`config.mk`:
```
export PLATFORM = sky130hd
export DESIGN_NAME = lsu_align
export DESIGN_NICKNAME = d
export VERILOG_FILES = /design/src/rtl/load_store_unit_pkg.sv /design/src/rtl/lsu_align.sv
export SDC_FILE = /design/constraint.sdc
export NUM_CORES = 1
export LEC_CHECK = 0
export ABC_AREA = 0
export CORE_ASPECT_RATIO = 1.75
export CORE_MARGIN = 3
export CORE_UTILIZATION = 34
export DETAILED_ROUTE_END_ITERATION = 8
export GPL_TIMING_DRIVEN = 0
export PLACE_DENSITY = 0.9
export SYNTH_ARGS = -nofsm -noshare
export SYNTH_HDL_FRONTEND = slang
export SYNTH_SLANG_ARGS = --single-unit
```
`constraint.sdc`:
```
create_clock -name vclk -period 3.8
set_clock_uncertainty 0.2 [all_clocks]
set_input_delay 0.76 -clock vclk [all_inputs]
set_output_delay 0.76 -clock vclk [all_outputs]
set_load 0.02 [all_outputs]
```
`src/rtl/load_store_unit_pkg.sv`:
```
// Shared types for the memory stage: operation/exception encodings, FSM states and decode helpers.
package load_store_unit_pkg;

  // bit 3 = store, bit 2 = unsigned load, bits 1:0 = access size
  typedef enum logic [3:0] {
    MEM_LB  = 4'b0000,
    MEM_LH  = 4'b0001,
    MEM_LW  = 4'b0010,
    MEM_NOP = 4'b0011,
    MEM_LBU = 4'b0100,
    MEM_LHU = 4'b0101,
    MEM_SB  = 4'b1000,
    MEM_SH  = 4'b1001,
    MEM_SW  = 4'b1010
  } mem_oper_t;

  typedef enum logic [4:0] {
    LOAD_ADDR_MISALIGNED      = 5'd4,
    LOAD_ACC_FAULT            = 5'd5,
    STORE_AMO_ADDR_MISALIGNED = 5'd6,
    STORE_AMO_ACC_FAULT       = 5'd7,
    NO_TRAP                   = 5'h1F
  } exc_t;

  typedef enum logic {
    IDLE = 1'b0,
    BUSY = 1'b1
  } lsu_state_t;

  localparam logic [1:0] SIZE_B = 2'd0;
  localparam logic [1:0] SIZE_H = 2'd1;

  function automatic logic mem_is_store(mem_oper_t op);
    return op[3];
  endfunction

  function automatic logic mem_is_unsigned(mem_oper_t op);
    return op[2];
  endfunction

  function automatic logic [1:0] mem_size(mem_oper_t op);
    return op[1:0];
  endfunction

  function automatic logic mem_misaligned(mem_oper_t op, logic [1:0] off);
    case (mem_size(op))
      SIZE_B:  return 1'b0;
      SIZE_H:  return off[0];
      default: return |off;
    endcase
  endfunction

endpackage

```
`src/rtl/lsu_align.sv`:
```
// Combinational lane alignment: store data shift and byte enables, load extraction with sign/zero extension.
module lsu_align
  import load_store_unit_pkg::*;
(
  input  mem_oper_t   oper_i,
  input  logic [1:0]  off_i,
  input  logic [31:0] wdata_i,
  input  logic [31:0] rdata_i,
  output logic [3:0]  be_o,
  output logic [31:0] wdata_o,
  output logic [31:0] ldata_o
);

  logic [4:0]  sh_amt;
  logic [31:0] rshift;
  logic        sext;

  assign sh_amt  = {off_i, 3'b000};
  assign wdata_o = wdata_i << sh_amt;
  assign rshift  = rdata_i >> sh_amt;
  assign sext    = ~mem_is_unsigned(oper_i);

  always_comb begin
    be_o    = 4'b1111;
    ldata_o = rshift;
    case (mem_size(oper_i))
      SIZE_B: begin
        be_o    = 4'b0001 << off_i;
        ldata_o = {{24{rshift[7] & sext}}, rshift[7:0]};
      end
      SIZE_H: begin
        be_o    = 4'b0011 << off_i;
        ldata_o = {{16{rshift[15] & sext}}, rshift[15:0]};
      end
      default: ;
    endcase
  end

endmodule

```
After elaboration in Yosys (flattened, before gate mapping) --
Index checks and enable logic that the tools add are counted.
Cells by class: shift operators 4, equality and inequality tests 1, bitwise logic cells 3, muxes and demuxes 2, reduce and logical (&&, ||, !) cells 1
Operators by type and width (count):
- $pmux 32 s2 | 1
- $shl 32x5->32 | 1
- $shr 32x5->32 | 1
- $pmux 4 s2 | 1
- $shl 1x2->4 const A | 1
- $shl 2x2->4 const A | 1
- $and 1x1->1 | 2
- $eq 2x1->1 const B | 1
- $logic_not 2->1 | 1
- $not 1->1 | 1
Word-level totals: logic and storage cells 11, register bits after elaboration 0, output and inout port bits 68

Logic depth before layout (Yosys ltp) --
Gate-level depths: netlist of run 1.
depth after elaboration 3, gate-level depth with buffers 6, gate-level depth less buffers 3

Least setup slack after synthesis of run 1 --
No wires, ideal clock.
path type input to output, start in off_i[0], end out wdata_o[17], setup slack 0.961 ns, buffers on the path 3, data arrival time 1.879 ns, stages 5, required time 2.840 ns, cell sequence buf_6 -> buf_2 -> buf_4 -> mux2i_1 -> o21ai_0
On the way: word-level cells in the longest chain between the ends 1
Ends and longest elaborated chain:
- start: declaration | RTL line lsu_align.sv:6 | input logic [1:0] off_i,
- $shl 32x5->32 | RTL line lsu_align.sv:19 | assign wdata_o = wdata_i << sh_amt;
- end: declaration | RTL line lsu_align.sv:10 | output logic [31:0] wdata_o,
No other way between the ends.

Final worst setup path of run 1 --
start in off_i[1], end out ldata_o[30]
On the way: word-level cells in the longest chain between the ends 3, elaborated cells on any way between the ends 4
Ends and longest elaborated chain:
- $shr 32x5->32 * | RTL line lsu_align.sv:20 | assign rshift = rdata_i >> sh_amt;
- $and 1x1->1 (on tied branches) | RTL line lsu_align.sv:33, lsu_align.sv:29
- $pmux 32 s2 * | RTL line lsu_align.sv:26 | case (mem_size(oper_i))
- end: declaration | RTL line lsu_align.sv:11 | output logic [31:0] ldata_o
Every way passes the cells marked *; elsewhere a longest branch is shown, timed or not.

==> results of run 1 <==
## critical path, stage by stage
cell and delay [ns]:
sky130_fd_sc_hd__clkdlybuf4s50_1 0.45, sky130_fd_sc_hd__buf_2 0.21, sky130_fd_sc_hd__nor4_2 0.39, sky130_fd_sc_hd__a32oi_4 0.16, sky130_fd_sc_hd__o211ai_1 0.16, sky130_fd_sc_hd__clkdlybuf4s50_1 0.64
## placed cells by master, fill, tap and decap left out
master,n
sky130_fd_sc_hd__nor2b_1,11
sky130_fd_sc_hd__nor3b_4,1
sky130_fd_sc_hd__clkbuf_2,1
sky130_fd_sc_hd__mux2_2,8
sky130_fd_sc_hd__nor2_1,13
sky130_fd_sc_hd__nor4_2,1
sky130_fd_sc_hd__o21a_1,1
sky130_fd_sc_hd__nand2_1,33
sky130_fd_sc_hd__o21ai_0,17
sky130_fd_sc_hd__nand2b_1,1
sky130_fd_sc_hd__buf_4,3
sky130_fd_sc_hd__nor2_2,1
sky130_fd_sc_hd__clkbuf_4,2
sky130_fd_sc_hd__clkbuf_1,3
sky130_fd_sc_hd__a32oi_4,1
sky130_fd_sc_hd__a21oi_1,23
sky130_fd_sc_hd__or2_2,9
sky130_fd_sc_hd__a211oi_1,8
sky130_fd_sc_hd__dlygate4sd2_1,11
sky130_fd_sc_hd__a221oi_4,1
sky130_fd_sc_hd__and2_1,8
sky130_fd_sc_hd__mux2i_1,31
sky130_fd_sc_hd__buf_2,11
sky130_fd_sc_hd__o21bai_1,1
sky130_fd_sc_hd__mux2_4,2
sky130_fd_sc_hd__dlymetal6s2s_1,8
sky130_fd_sc_hd__o211ai_2,10
sky130_fd_sc_hd__nand3b_1,1
sky130_fd_sc_hd__buf_6,1
sky130_fd_sc_hd__clkdlybuf4s50_1,116
sky130_fd_sc_hd__buf_8,1
sky130_fd_sc_hd__o211ai_1,6
## power breakdown
| group | internal, uW | switching [uW] | total [uW] |
|---|---|---|---|
| Sequential | 0 | 0 | 0 |
| Combinational | 220 | 215 | 434 |
| Clock | 0 | 0 | 0 |
## worst paths after layout
check | end | start | slack, ns
max | ldata_o[30] | off_i[1] | 0.07
min | ldata_o[0] | off_i[0] | 1.92
## final cells by class
type / count / area [sq um]
tap: 48 / 60.06
buffer: 22 / 135.1
timing repair buffer: 135 / 1358
multi-input combinational: 188 / 1329
fill: 340 / 1097
## timing repair
item	4_1_cts	5_1_grt
pin swaps	0	0
endpoints found under the setup margin	37	11
hold buffers	0	0
gates resized for setup	17	14
setup buffers	0	0
endpoints found under the hold margin	0	0
## metrics by stage
stage	cell area [sq um]	TNS, ns	hold WS, ns
floorplan	1444	0	1.471
global placement	2855	-3.443	2.158
detailed placement	2855	-4.777	2.164
CTS	2851	0	2.088
global route	2882	-0.01679	1.983
finish	2882	0	1.924
## cells in the mapped netlist (7+ instances only)
cell,instances
sky130_fd_sc_hd__nand2_1,33
sky130_fd_sc_hd__mux2i_1,31
sky130_fd_sc_hd__a21oi_1,23
sky130_fd_sc_hd__o21ai_0,17
sky130_fd_sc_hd__nor2_1,13
sky130_fd_sc_hd__nor2b_1,11
sky130_fd_sc_hd__buf_2,10
sky130_fd_sc_hd__o211ai_2,10
sky130_fd_sc_hd__or2_2,9
sky130_fd_sc_hd__a211oi_1,8
sky130_fd_sc_hd__and2_1,8
sky130_fd_sc_hd__mux2_2,8
sky130_fd_sc_hd__clkbuf_1,7
## kinds of logic (layout without fill, tap and decap cells)
group / count (synthesis) / after routing
and+or+nand+nor: 79 / 79
buffers and inverters: 22 / 157
muxes: 41 / 41
AOI/OAI and AO/OA: 68 / 68
## metal layers
| layer | wire (microns) | share of wire [%] | vias up |
|---|---|---|---|
| met2 | 3630 | 54 | 121 |
| met3 | 431 | 6.4 | 10 |
| met5 | 0 | 0 | - |
| met4 | 118 | 1.7 | 0 |
| met1 | 2573 | 38 | 959 |
| li1 | - | - | 1028 |
==> results.txt, run 1 <==
- Status: finished, final reports clean
- In the global route stage, met1 resource usage came out at 26.90%.
* Cell leakage power: 0.001271 uW
- Worst ir drop on vdd: 0.08648 mV
* Share of synthesized cell area in full adder, half adder and majority cells: 0%
- Syn-to-layout area delta: 99.57%
- Pin count of the biggest net entering global routing: 11
- IO Port Bufs: between 100 and 150
- Instance count of the mapped netlist: 210
- Total die area: a little over 0.005 sq mm
- Cell types occupying the most area after synthesis: sky130_fd_sc_hd__mux2i_1 (21%), sky130_fd_sc_hd__o211ai_2 (8.7%), sky130_fd_sc_hd__nand2_1 (8.6%), sky130_fd_sc_hd__a21oi_1 (8.0%), sky130_fd_sc_hd__mux2_2 (6.2%)
* Mean number of vias per cell: 5.389
- Static timing analysis puts the maximum clock frequency at 0.2683 GHz.
- The portion of synthesized area spent on multiplexers is 29.81%.
* Synth Area in Simple Gates: 27.21%
- Drc violations: 0
* Slew at the pin closest to its max-slew limit: 0.6722 ns
- Wire length of the first global-routing pass: around 11 mm
* Arrival time at the worst endpoint: 2.77 ns
- Number of violations of the max-capacitance limit: 0
- Effective utilization at floorplan: between 30 and 40%
- Die boundary height: a little over 90 microns
- Total global routing overflow: 0
* Setup slack of the critical path after layout: 0.07329 ns
- The number of antenna violations at the first check in global routing was 0.
- Along the worst path, the maximum fanout reaches 10.
* Final Setup Violations: 0
* Met3 layer usage reported by global route: 3.239%
* Vias: between 2,000 and 2,500
- Initial DRT Pass Iterations: 4
- Counting distinct cell types in the post-synthesis netlist gives 28.
- Overall power: around 430 uW
* NumNets Final: 417
* Yosys warnings: 0
* M2 GR Usage: between 40% and 50%
- Detailed placement HPWL: ~5.5 mm
* Antenna fix cells: 0
- The routed design has between 6 and 7 mm of wire.
* Routability congestion estimate: between 0.9 and 1
* 1st-iter DRT viols: 87
- Tmin final: 3.727 ns
- I/O pins: 138
- GRT Util Overall: about a quarter
- The final count of hold timing violations came to 0.
* Synth top area share: 21.49%
* Main combinational cell family by area after synthesis: compound AO/OA/AOI/OAI gates
* Category of the worst setup path capture point: output pin
- In the finished layout, the clock tree contains a buffer count of 0.
* Number of pins exceeding their max-slew limit in the final report: 0
- Cell count after placement: 393
* Post-Synthesis Mean Instance Area: 6.876 sq um
- Areal power density over the cells: 150.8 mW/mm^2
* Floorplan Core Area: 0.003979 sq mm
- The biggest area contributor in the post-synthesis netlist is sky130_fd_sc_hd__mux2i_1.
- Portion of the post-synthesis area used by sequential elements: 0%
- Measured against its own limit, the worst slew margin works out to approximately 55%.
- The via count of the first global-routing pass came to roughly 2,200.
- The critical path is of the input port to output pin type.
- Worst Hold Class: input port to output pin
- RSZ-0062 raised after global routing: true
- Post-route ant nets: 0
- Along the worst hold path, the cell count comes to 5.
* Post-route core utilization: between 70 and 80%
- Average wire length per cell after detail routing: 17.19 microns
* Share of the clock period used by the worst path: 98.07%
- Most congested layer reported by global routing: met2
* Worst-case setup slack after placement: -0.3092 ns
* Sequential cell area: 0 sq um
- Summing the areas of all xor and xnor instances in the mapped netlist gives 0% of the synthesized area.
- Number of rows in the core area: 30
- The design has 0 sequential cells.
* Post-Synthesis Net Count: 280
- Area fraction in compound gates after synthesis: 34.58%
- Summing every instance area after synthesis gives 0.001444 sq mm.
* Worst Setup Start Kind: input port
- Once layout is complete, the cells apart from fillers number 393.
- Share of final-layout standard cells stronger than drive strength 1: 15.36%
- For the worst setup path, the data required time is roughly 2.8 ns.
* Die Span X: ~55 microns
(Power assumes the default switching activity.)
==> run 2, diff against run 1 <==
- CORE_MARGIN: 3 -> unset
==> results.txt, run 2 (synthesis results as in run 1) <==
- Setup Buffers After CTS: 0
* Post-Layout Inst Area: 0.002875 sq mm
- OpenSTA, run right after detailed placement, puts the worst setup slack at -0.3077 ns.
* Worst Setup Start Kind: input port
- Initial DRT Pass Iterations: 4
- Post-route ant nets: 0
* Worst Hold Slack: between 1.5 and 2 ns
* Areal power density over the cells: 151.4 mW/mm^2
- The core region is 0.004111 sq mm.
- The worst setup path is captured at an output pin.
- For the pin with the worst max-slew slack, the measured transition is 0.5472 ns.
- Traced cell by cell, the critical path runs through clkdlybuf4s50_1 > buf_2 > nor4_2 > a32oi_4 > o211ai_1 > clkdlybuf4s50_1.
* Post-route core utilization: between 60% and 70%
- Hold violation total from the final report: 0
- Number of rows in the core area: 31
* Most common cell after layout, fill and taps aside: sky130_fd_sc_hd__clkdlybuf4s50_1
- Share of final-layout standard cells stronger than drive strength 1: around 15%
- Mean number of vias per cell: between 5 and 6
- The number of antenna violations at the first check in global routing was 0.
- The flow ran to the end, and the final reports show no timing, DRC or antenna violations.
- In this run the tool buffered the top-level ports with 135 buffer cells.
* Final Setup Violations: 0
- Headroom to the max-slew limit came out at 63.38%.
- The first global-routing pass estimated 9.411 mm of wire.
* Antenna fix cells: 0
* Die boundary height: 88.21 microns
- Arrival time at the worst endpoint: 2.77 ns
- After detailed placement, the total cell area comes to approximately 0.0029 sq mm.
* Die Span X: 51.26 microns
- Worst Hold Class: input port to output pin
* Pin count of the biggest net entering global routing: 20
- Routability congestion estimate: 0.8399
- Based on the critical path, the design can be clocked at up to 0.2680 GHz.
- After global routing the overflow that remains totals 0.
- The number of max-slew violations in the final report came to 0.
- 1st-iter DRT viols: 45
- Crit-path slowest cell: sky130_fd_sc_hd__clkdlybuf4s50_1
- Summed over all layers, the routed wires come to 6.438 mm.
- I/O pins: 138
* Setup slack of the critical path after layout: 0.06908 ns
* Number of violations of the max-capacitance limit: 0
- In the routed design, unresolved DRC markers number 0.
* Via count of the first global-routing pass: 1,895
- Required arrival time at the worst endpoint: roughly 2.8 ns
- Summed over all cells, the static leakage comes to 0.001235 uW.
* Crit-path leading delay family: buffers and inverters
* Average wire length per cell after detail routing: around 16 microns
- Vias: between 2,000 and 2,500
- The library cells used most frequently in the layout, excluding fill and tap cells, are sky130_fd_sc_hd__clkdlybuf4s50_1 (120), sky130_fd_sc_hd__nand2_1 (33), sky130_fd_sc_hd__mux2i_1 (31).
- Critical Path Fanout Max: 10
- Overall power: about 440 uW
- The layout has 0 clock buffers.
* Share of the clock period used by the worst path: 98.18%
- The worst path needs 3.731 ns of the cycle, external delays included.
- Detailed placement HPWL: 5.165 mm
- Critical path's largest stage delay: 0.64 ns
* Number of cells on the critical path: 6
- The setup path with the least slack is of type input port to output pin.
- Critical path's most frequent cell: sky130_fd_sc_hd__clkdlybuf4s50_1
- RSZ-0062 raised after global routing: true
- Sequential cell area: 0 sq um
- Number of buffer and inverter stages on the critical path: 3
* Effective utilization at floorplan: 35.12%
- Total die area: approximately 0.0045 sq mm
- The design has 0 sequential cells.
- The worst-case IR drop observed on VDD is 0.08062 mV.
- From synthesis to final layout, the design area changed by 99.13%.
- The final layout contains 416 nets.
- Hold Crit Depth: 5
* GRT Util Overall: 26.97%
## run 2: changes by cell type in the layout (fill, tap and decap cells not counted), sizes merged
cell	delta
buf	-2
dlygate4sd2	-1
clkdlybuf4s50	+4
dlymetal6s2s	-3
clkbuf	+1
## run 2: worst paths after layout
path,startpoint,endpoint,slack [ns]
worst min-delay path,off_i[0],ldata_o[0],1.92
worst max-delay path,off_i[1],ldata_o[30],0.07
## run 2: metal layers
| metal | part of all wire [%] | vias up | GRT usage (%) |
|---|---|---|---|
| li1 | - | 1031 | - |
| met1 | 37 | 942 | 27.40 |
| met2 | 54 | 109 | 55.26 |
| met3 | 7.6 | 12 | 4.514 |
| met4 | 1.8 | 0 | 5.160 |
| met5 | 0 | - | 0 |
## run 2: final cells by class
| cell class | count | area (sq um) |
|---|---|---|
| Fill cell | 365 | 1236 |
| Multi-Input combinational cell | 188 | 1329 |
| Buffer | 21 | 133.9 |
| Timing Repair Buffer | 135 | 1351 |
| Tap cell | 49 | 61.31 |
## run 2: repair_timing
item,in CTS,in global routing
setup endpoints to repair,33,10
resized for setup,14,16
hold buffers,0,0
## run 2: power breakdown
part | switching [uW] | internal, uW | total [uW]
clock | 0 | 0 | 0
sequential | 0 | 0 | 0
combinational | 214 | 221 | 435
## run 2: per-stage QoR
stage	std cells	setup TNS [ns]
2_1_floorplan	210	0
3_3_place_gp	394	-3.698
3_5_place_dp	394	-3.788
4_1_cts	393	0
5_1_grt	393	-0.007972
6_report	393	0
==> run 3, diff against run 2 <==
- SLEW_MARGIN: unset -> 20
==> results of run 3 <==
Same layout as run 2: the final DEF is identical, and so are final timing and power.
